$ cat src/rtl/microsequencer_pkg.sv
// microsequencer_pkg
// Shared definitions for the microsequencer and anything that builds or
// decodes microcommand words:
//   - bit indices inside the microcommand word (UC_*)
//   - run/wait/halt state encoding
//   - INT opcode prefix and a helper that builds an injected INT word
package microsequencer_pkg;

   // Microcommand bit indices. The immediate-control bits already existed;
   // the sequencing bits sit at the top of the word, clear of them.
   localparam int UC_IMM_SHIFT           = 0;
   localparam int UC_IMM_EXTEND_NEGATIVE = 1;
   localparam int UC_MEM_WAIT            = 25;
   localparam int UC_LOAD_IR             = 26;
   localparam int UC_END                 = 27;

   // Top three bits of the decoder's INT encoding.
   localparam logic [2:0] INT_OPCODE_PREFIX = 3'b100;

   typedef enum logic [1:0] {
      ST_RUN     = 2'd0,
      ST_WAITING = 2'd1,
      ST_HALTED  = 2'd2
   } seqState_t;

   // The instruction word that is injected in place of a memory fetch when
   // an interrupt is taken.
   function automatic logic [15:0] intInstruction(input logic [8:0] vec);
      return {INT_OPCODE_PREFIX, 4'b0000, vec};
   endfunction

endpackage

$ cat src/rtl/microsequencer.sv
// microsequencer
// Sequential control stage in front of the instruction decoder. Holds the
// instruction register, microcode phase, fetch flag, interrupt enable and
// the run/wait/halt state, and advances them every cycle from the current
// microcommand word. Interrupts are injected as INT instructions at
// instruction boundaries, without a memory fetch.
//
// Ports:
//   clk, rst       single clock; synchronous active-high reset
//   ucommand       current microcommand word from the microcode ROM
//   instr_in       instruction word from memory
//   mem_ready      memory access completes this cycle
//   irq_req        level interrupt request
//   irq_vec        interrupt vector number
//   halt, _wait    decoder: current instruction halts / waits
//   ei, di, rti    decoder: enable / disable interrupts, return from interrupt
//   phase          microcode phase to the decoder
//   fetch          fetch sequence active
//   instruction    instruction register
//   exc_triggered  current instruction is an injected interrupt
//   ie             interrupt enable
//   irq_ack        one-cycle pulse when an interrupt is taken
//   halted         HALTED state indicator
//   waiting        WAITING state indicator
//   ucode_err      sticky: a microprogram ran past phase 7 without UC_END
module microsequencer
   import microsequencer_pkg::*;
#(
   parameter int UC_W = 28
) (
   input  logic            clk,
   input  logic            rst,
   input  logic [UC_W-1:0] ucommand,
   input  logic [15:0]     instr_in,
   input  logic            mem_ready,
   input  logic            irq_req,
   input  logic [8:0]      irq_vec,
   input  logic            halt,
   input  logic            _wait,
   input  logic            ei,
   input  logic            di,
   input  logic            rti,
   output logic [2:0]      phase,
   output logic            fetch,
   output logic [15:0]     instruction,
   output logic            exc_triggered,
   output logic            ie,
   output logic            irq_ack,
   output logic            halted,
   output logic            waiting,
   output logic            ucode_err
);

   seqState_t   r_state;
   logic [2:0]  r_phase;
   logic        r_fetch;
   logic [15:0] r_instruction;
   logic        r_excTriggered;
   logic        r_ie;
   logic        r_irqAck;
   logic        r_ucodeErr;

   seqState_t   w_state;
   logic [2:0]  w_phase;
   logic        w_fetch;
   logic [15:0] w_instruction;
   logic        w_excTriggered;
   logic        w_ie;
   logic        w_irqAck;
   logic        w_ucodeErr;

   logic        w_ucEnd;
   logic        w_ucLoadIr;
   logic        w_ucMemWait;
   logic        w_stall;
   logic        w_phaseOverrun;
   logic        w_seqEnd;
   logic        w_unusedUcBits;

   assign w_ucEnd     = ucommand[UC_END];
   assign w_ucLoadIr  = ucommand[UC_LOAD_IR];
   assign w_ucMemWait = ucommand[UC_MEM_WAIT];

   // The remaining microcommand bits belong to the decoder's datapath.
   assign w_unusedUcBits = ^ucommand;

   assign w_stall        = w_ucMemWait && !mem_ready;
   assign w_phaseOverrun = (r_phase == 3'd7) && !w_ucEnd;
   assign w_seqEnd       = w_ucEnd || w_phaseOverrun;

   // State register: every piece of sequencing state lives here, so all
   // outputs are registered and change only on clock edges.
   always_ff @(posedge clk) begin
      if (rst) begin
         r_state        <= ST_RUN;
         r_phase        <= 3'd0;
         r_fetch        <= 1'b1;
         r_instruction  <= 16'h0000;
         r_excTriggered <= 1'b0;
         r_ie           <= 1'b0;
         r_irqAck       <= 1'b0;
         r_ucodeErr     <= 1'b0;
      end else begin
         r_state        <= w_state;
         r_phase        <= w_phase;
         r_fetch        <= w_fetch;
         r_instruction  <= w_instruction;
         r_excTriggered <= w_excTriggered;
         r_ie           <= w_ie;
         r_irqAck       <= w_irqAck;
         r_ucodeErr     <= w_ucodeErr;
      end
   end

   // Next-state logic. Everything holds by default and irq_ack falls back to
   // zero, so a memory stall or HALTED simply takes the defaults. At an
   // instruction boundary the interrupt decision uses r_ie (the enable as it
   // stood before this instruction's ei/di/rti), so an ei never opens the
   // window for an interrupt at its own boundary. Taking an interrupt
   // overrides the ie update and clears it.
   always_comb begin
      w_state        = r_state;
      w_phase        = r_phase;
      w_fetch        = r_fetch;
      w_instruction  = r_instruction;
      w_excTriggered = r_excTriggered;
      w_ie           = r_ie;
      w_irqAck       = 1'b0;
      w_ucodeErr     = r_ucodeErr;

      unique case (r_state)
         ST_RUN: begin
            if (!w_stall) begin
               if (r_fetch && w_ucLoadIr) begin
                  w_instruction = instr_in;
               end
               if (w_phaseOverrun) begin
                  w_ucodeErr = 1'b1;
               end

               if (!w_seqEnd) begin
                  w_phase = r_phase + 3'd1;
               end else if (r_fetch) begin
                  w_fetch = 1'b0;
                  w_phase = 3'd0;
               end else begin
                  w_excTriggered = 1'b0;
                  if (ei || rti) begin
                     w_ie = 1'b1;
                  end else if (di) begin
                     w_ie = 1'b0;
                  end

                  if (halt) begin
                     w_state = ST_HALTED;
                  end else if (_wait) begin
                     w_state = ST_WAITING;
                  end else if (r_ie && irq_req) begin
                     w_instruction  = intInstruction(irq_vec);
                     w_fetch        = 1'b0;
                     w_phase        = 3'd0;
                     w_excTriggered = 1'b1;
                     w_ie           = 1'b0;
                     w_irqAck       = 1'b1;
                  end else begin
                     w_fetch = 1'b1;
                     w_phase = 3'd0;
                  end
               end
            end
         end

         ST_WAITING: begin
            if (irq_req) begin
               w_state = ST_RUN;
               if (r_ie) begin
                  w_instruction  = intInstruction(irq_vec);
                  w_fetch        = 1'b0;
                  w_phase        = 3'd0;
                  w_excTriggered = 1'b1;
                  w_ie           = 1'b0;
                  w_irqAck       = 1'b1;
               end else begin
                  w_fetch = 1'b1;
                  w_phase = 3'd0;
               end
            end
         end

         ST_HALTED: begin
         end

         default: begin
            w_state = ST_RUN;
         end
      endcase
   end

   // Output decode straight from the registers.
   always_comb begin
      phase         = r_phase;
      fetch         = r_fetch;
      instruction   = r_instruction;
      exc_triggered = r_excTriggered;
      ie            = r_ie;
      irq_ack       = r_irqAck;
      halted        = (r_state == ST_HALTED);
      waiting       = (r_state == ST_WAITING);
      ucode_err     = r_ucodeErr;
   end

endmodule

$ cat config.mk
export PLATFORM = sky130hd
export DESIGN_NAME = microsequencer
export DESIGN_NICKNAME = d
export VERILOG_FILES = /design/src/rtl/microsequencer_pkg.sv /design/src/rtl/microsequencer.sv
export SDC_FILE = /design/constraint.sdc
export NUM_CORES = 1
export LEC_CHECK = 0
export ABC_AREA = 1
export CAP_MARGIN = 20
export CORE_ASPECT_RATIO = 1.2
export CORE_MARGIN = 5
export CORE_UTILIZATION = 41
export DETAILED_ROUTE_END_ITERATION = 16
export GPL_TIMING_DRIVEN = 0
export PLACE_DENSITY = 0.93
export SLEW_MARGIN = 25
export SYNTH_ARGS = -nofsm -noshare
export SYNTH_HDL_FRONTEND = slang
export SYNTH_SLANG_ARGS = --single-unit
$ cat constraint.sdc
create_clock -name clk -period 3.4 [get_ports clk]
set_input_delay 0.51 -clock clk [delete_from_list [all_inputs] [get_ports clk]]
set_output_delay 0.51 -clock clk [all_outputs]
set_load 0.01 [all_outputs]
==> metrics.cfg <==
[clocking]
clockBufferDepth=2
cts_resized=0
cts_max_level=1
cts_setup_buffers=0
clock_sinks=26
clk_pin_slew_worst_paths_ns=0.10
cts_hold_buf=0
root_buffer=clkbuf_8
cts_tree=built
cts_buffers=3
worstSkewPairLatency_ns=0.28

[critical_path]
worstSetupPathType=reg2out
worst-path-max-fanout=9
cp.arrival_ns=1.70
r2r_slack_ns=1.46
worstSetupStartpoint=r_state[0]
r2r_start=phase[0]
crit_path_end_kind=primary output
critPathCapture=waiting
critPathRequiredTime_ns=2.89
r2r_cells=9
worst_setup_path_start_kind=register
r2r-end=instruction[0]

[layout]
n_antenna_cell=0
area_growth_pct=48.5
nets=373
regArea_um2=520
nFillCells=349
design_area_um2=2320
multi_input_area_um2=855
drive_above_1_share=0.117

[timing]
hold_slack_ns=0.457
layout_min_cycle_time_ns=2.21
slew_violations=0
setup_tns_ns=0
worst_slew_pin_slew_ns=0.348
finalHoldViolCount=0
finalCritPeriodShare=0.650
rsz0062_at_grt=no
finalClockSkew_ns=0.00720
max_freq_ghz=0.452
setup_viol=0
max-slew-margin-rel=0.767

[logic_synthesis]
yosysTopAreaCellShare=0.334
syn_area_um2=1560
synth.net_count=306
synth_cell_types=25
syn-mean-instance-area_um2=6.45
ys_seq_area_frac=0.334
synth_area_leader_cell=dfxtp_1
synthTopCellsByArea=dfxtp_1 33%, nor2_1 14%, nand2_1 13%, inv_1 7.9%, nand3_1 5.5%
ys_ff_latch=26
synthesis.instances=242
yosysWarnings=0

[detailed_routing]
drc=0
dr.first_iter.drc_count=89
antenna_left=0
vias_per_cell=4.70
drtPass1Iterations=4
vias=1691
routed_wl_um=4160
wl_per_cell_um=11.6

[die]
die-area_um2=5140
initial_core_util=0.426
core_area_um2=3660
fp-row-count=24
die_h_um=77.6
die_w_um=66.3
pin_count=88

[power]
powerDensity_nw_per_um2=417
vdd_ir_drop_max_mv=0.179
leakage_nw=1.13

[place]
portBuffers=62
gp_congestion=0.838
dpl.hpwl_um=3230
place_area_um2=2250

[global_route]
grt_overflow=0
grt_pass1_vias=1597
grt_pass1_wl_um=6830
antenna_found_initial=0
grt.total_usage=0.167
grt_max_degree=16

[hold_path]
min_path_type=reg2reg

[run_status]
status=complete, no violations

[run]
drv_cap=0

## registers in the layout, indices dropped and copies added (netlist names)
name and count:
exc_triggered 1, instruction 16, phase 3, r_state 2, fetch 1, ie 1, irq_ack 1, ucode_err 1
## per-stage QoR
stage	instances	worst slack [ns]	total power [W]	util
2_1_floorplan	242	1.73	0.000556	-
3_3_place_gp	356	1.24	0.000697	0.613
3_5_place_dp	356	1.24	0.000707	0.613
4_1_cts	360	1.20	0.000970	0.633
5_1_grt	360	1.12	0.00102	0.633
6_report	360	1.19	0.000966	0.633
## cells in the mapped netlist
master	n
nor2_1	59
nand3_1	17
dfxtp_1	26
inv_1	33
nor3_2	3
nor2_4	4
or2_2	8
ha_1	2
o211ai_1	1
a21oi_2	1
nand3_2	1
nand3_4	1
buf_2	1
nand2_2	3
inv_2	2
nand2_1	52
o21ai_0	7
clkinv_1	1
o31ai_1	1
nand4_1	2
a21oi_1	5
nand2_4	3
buf_6	4
nor2_2	1
nor3_1	4
## layout make-up
| cell class | instances | area share |
|---|---|---|
| Sequential cell | 26 | 0.225 |
| Inverter | 36 | 0.0583 |
| Clock buffer | 3 | 0.0178 |
| Buffer | 5 | 0.0216 |
| Clock inverter | 1 | 0.0130 |
| Tap cell | 52 | 0.0281 |
| Multi-Input combinational cell | 175 | 0.369 |
| Timing Repair Buffer | 62 | 0.268 |
## how the worst min path moves through the flow
stage | startpoint | endpoint | cells after the start
after floorplan | ucode_err | ucode_err | 2
after global placement | ucode_err | ucode_err | 2
after detailed placement | ucode_err | ucode_err | 2
after CTS | ucode_err | ucode_err | 2
after global routing | ucode_err | ucode_err | 2
final | ucode_err | ucode_err | 2
## cells in the final DEF, fill, tap and decap left out, drive strengths merged
cell type	instances
clkdlybuf4s50	62
ha	2
nand2	58
o21ai	7
bufinv	1
dfxtp	26
a21oi	6
or2	8
o211ai	1
buf	5
nand4	2
o31ai	1
nor2	64
nand3	19
clkbuf	3
inv	35
clkinv	1
nor3	7
## power breakdown
part,switching [W],total [W],internal (W)
clock network,0.000109,0.000267,0.000158
logic,0.000163,0.000333,0.000169
registers,0.0000246,0.000366,0.000341
## critical path: stages, from the launching register on
cell and delay [ns]:
dfxtp_1 0.45, inv_2 0.09, nor2_4 0.26, clkdlybuf4s50_1 0.61
## logic make-up after synthesis
family                   count (synthesis)  share of synthesized area
AND/OR/NAND/NOR                        158                      0.478
buffers and inverters                   41                      0.119
flip-flops                              26                      0.334
AO/OA/AOI/OAI                           15                     0.0537
adder cells (fa/ha/maj)                  2                     0.0160
## layer usage
| layer | share of wire | up-vias | track usage | wire [µm] |
|---|---|---|---|---|
| met1 | 0.42 | 756 | 0.188 | 1760 |
| met4 | 0.023 | 0 | 0.0671 | 96 |
| met2 | 0.49 | 50 | 0.298 | 2040 |
| li1 | - | 873 | - | - |
| met5 | 0 | - | 0 | 0 |
| met3 | 0.063 | 12 | 0.0347 | 262 |
Power figures use the tool's default switching activity.
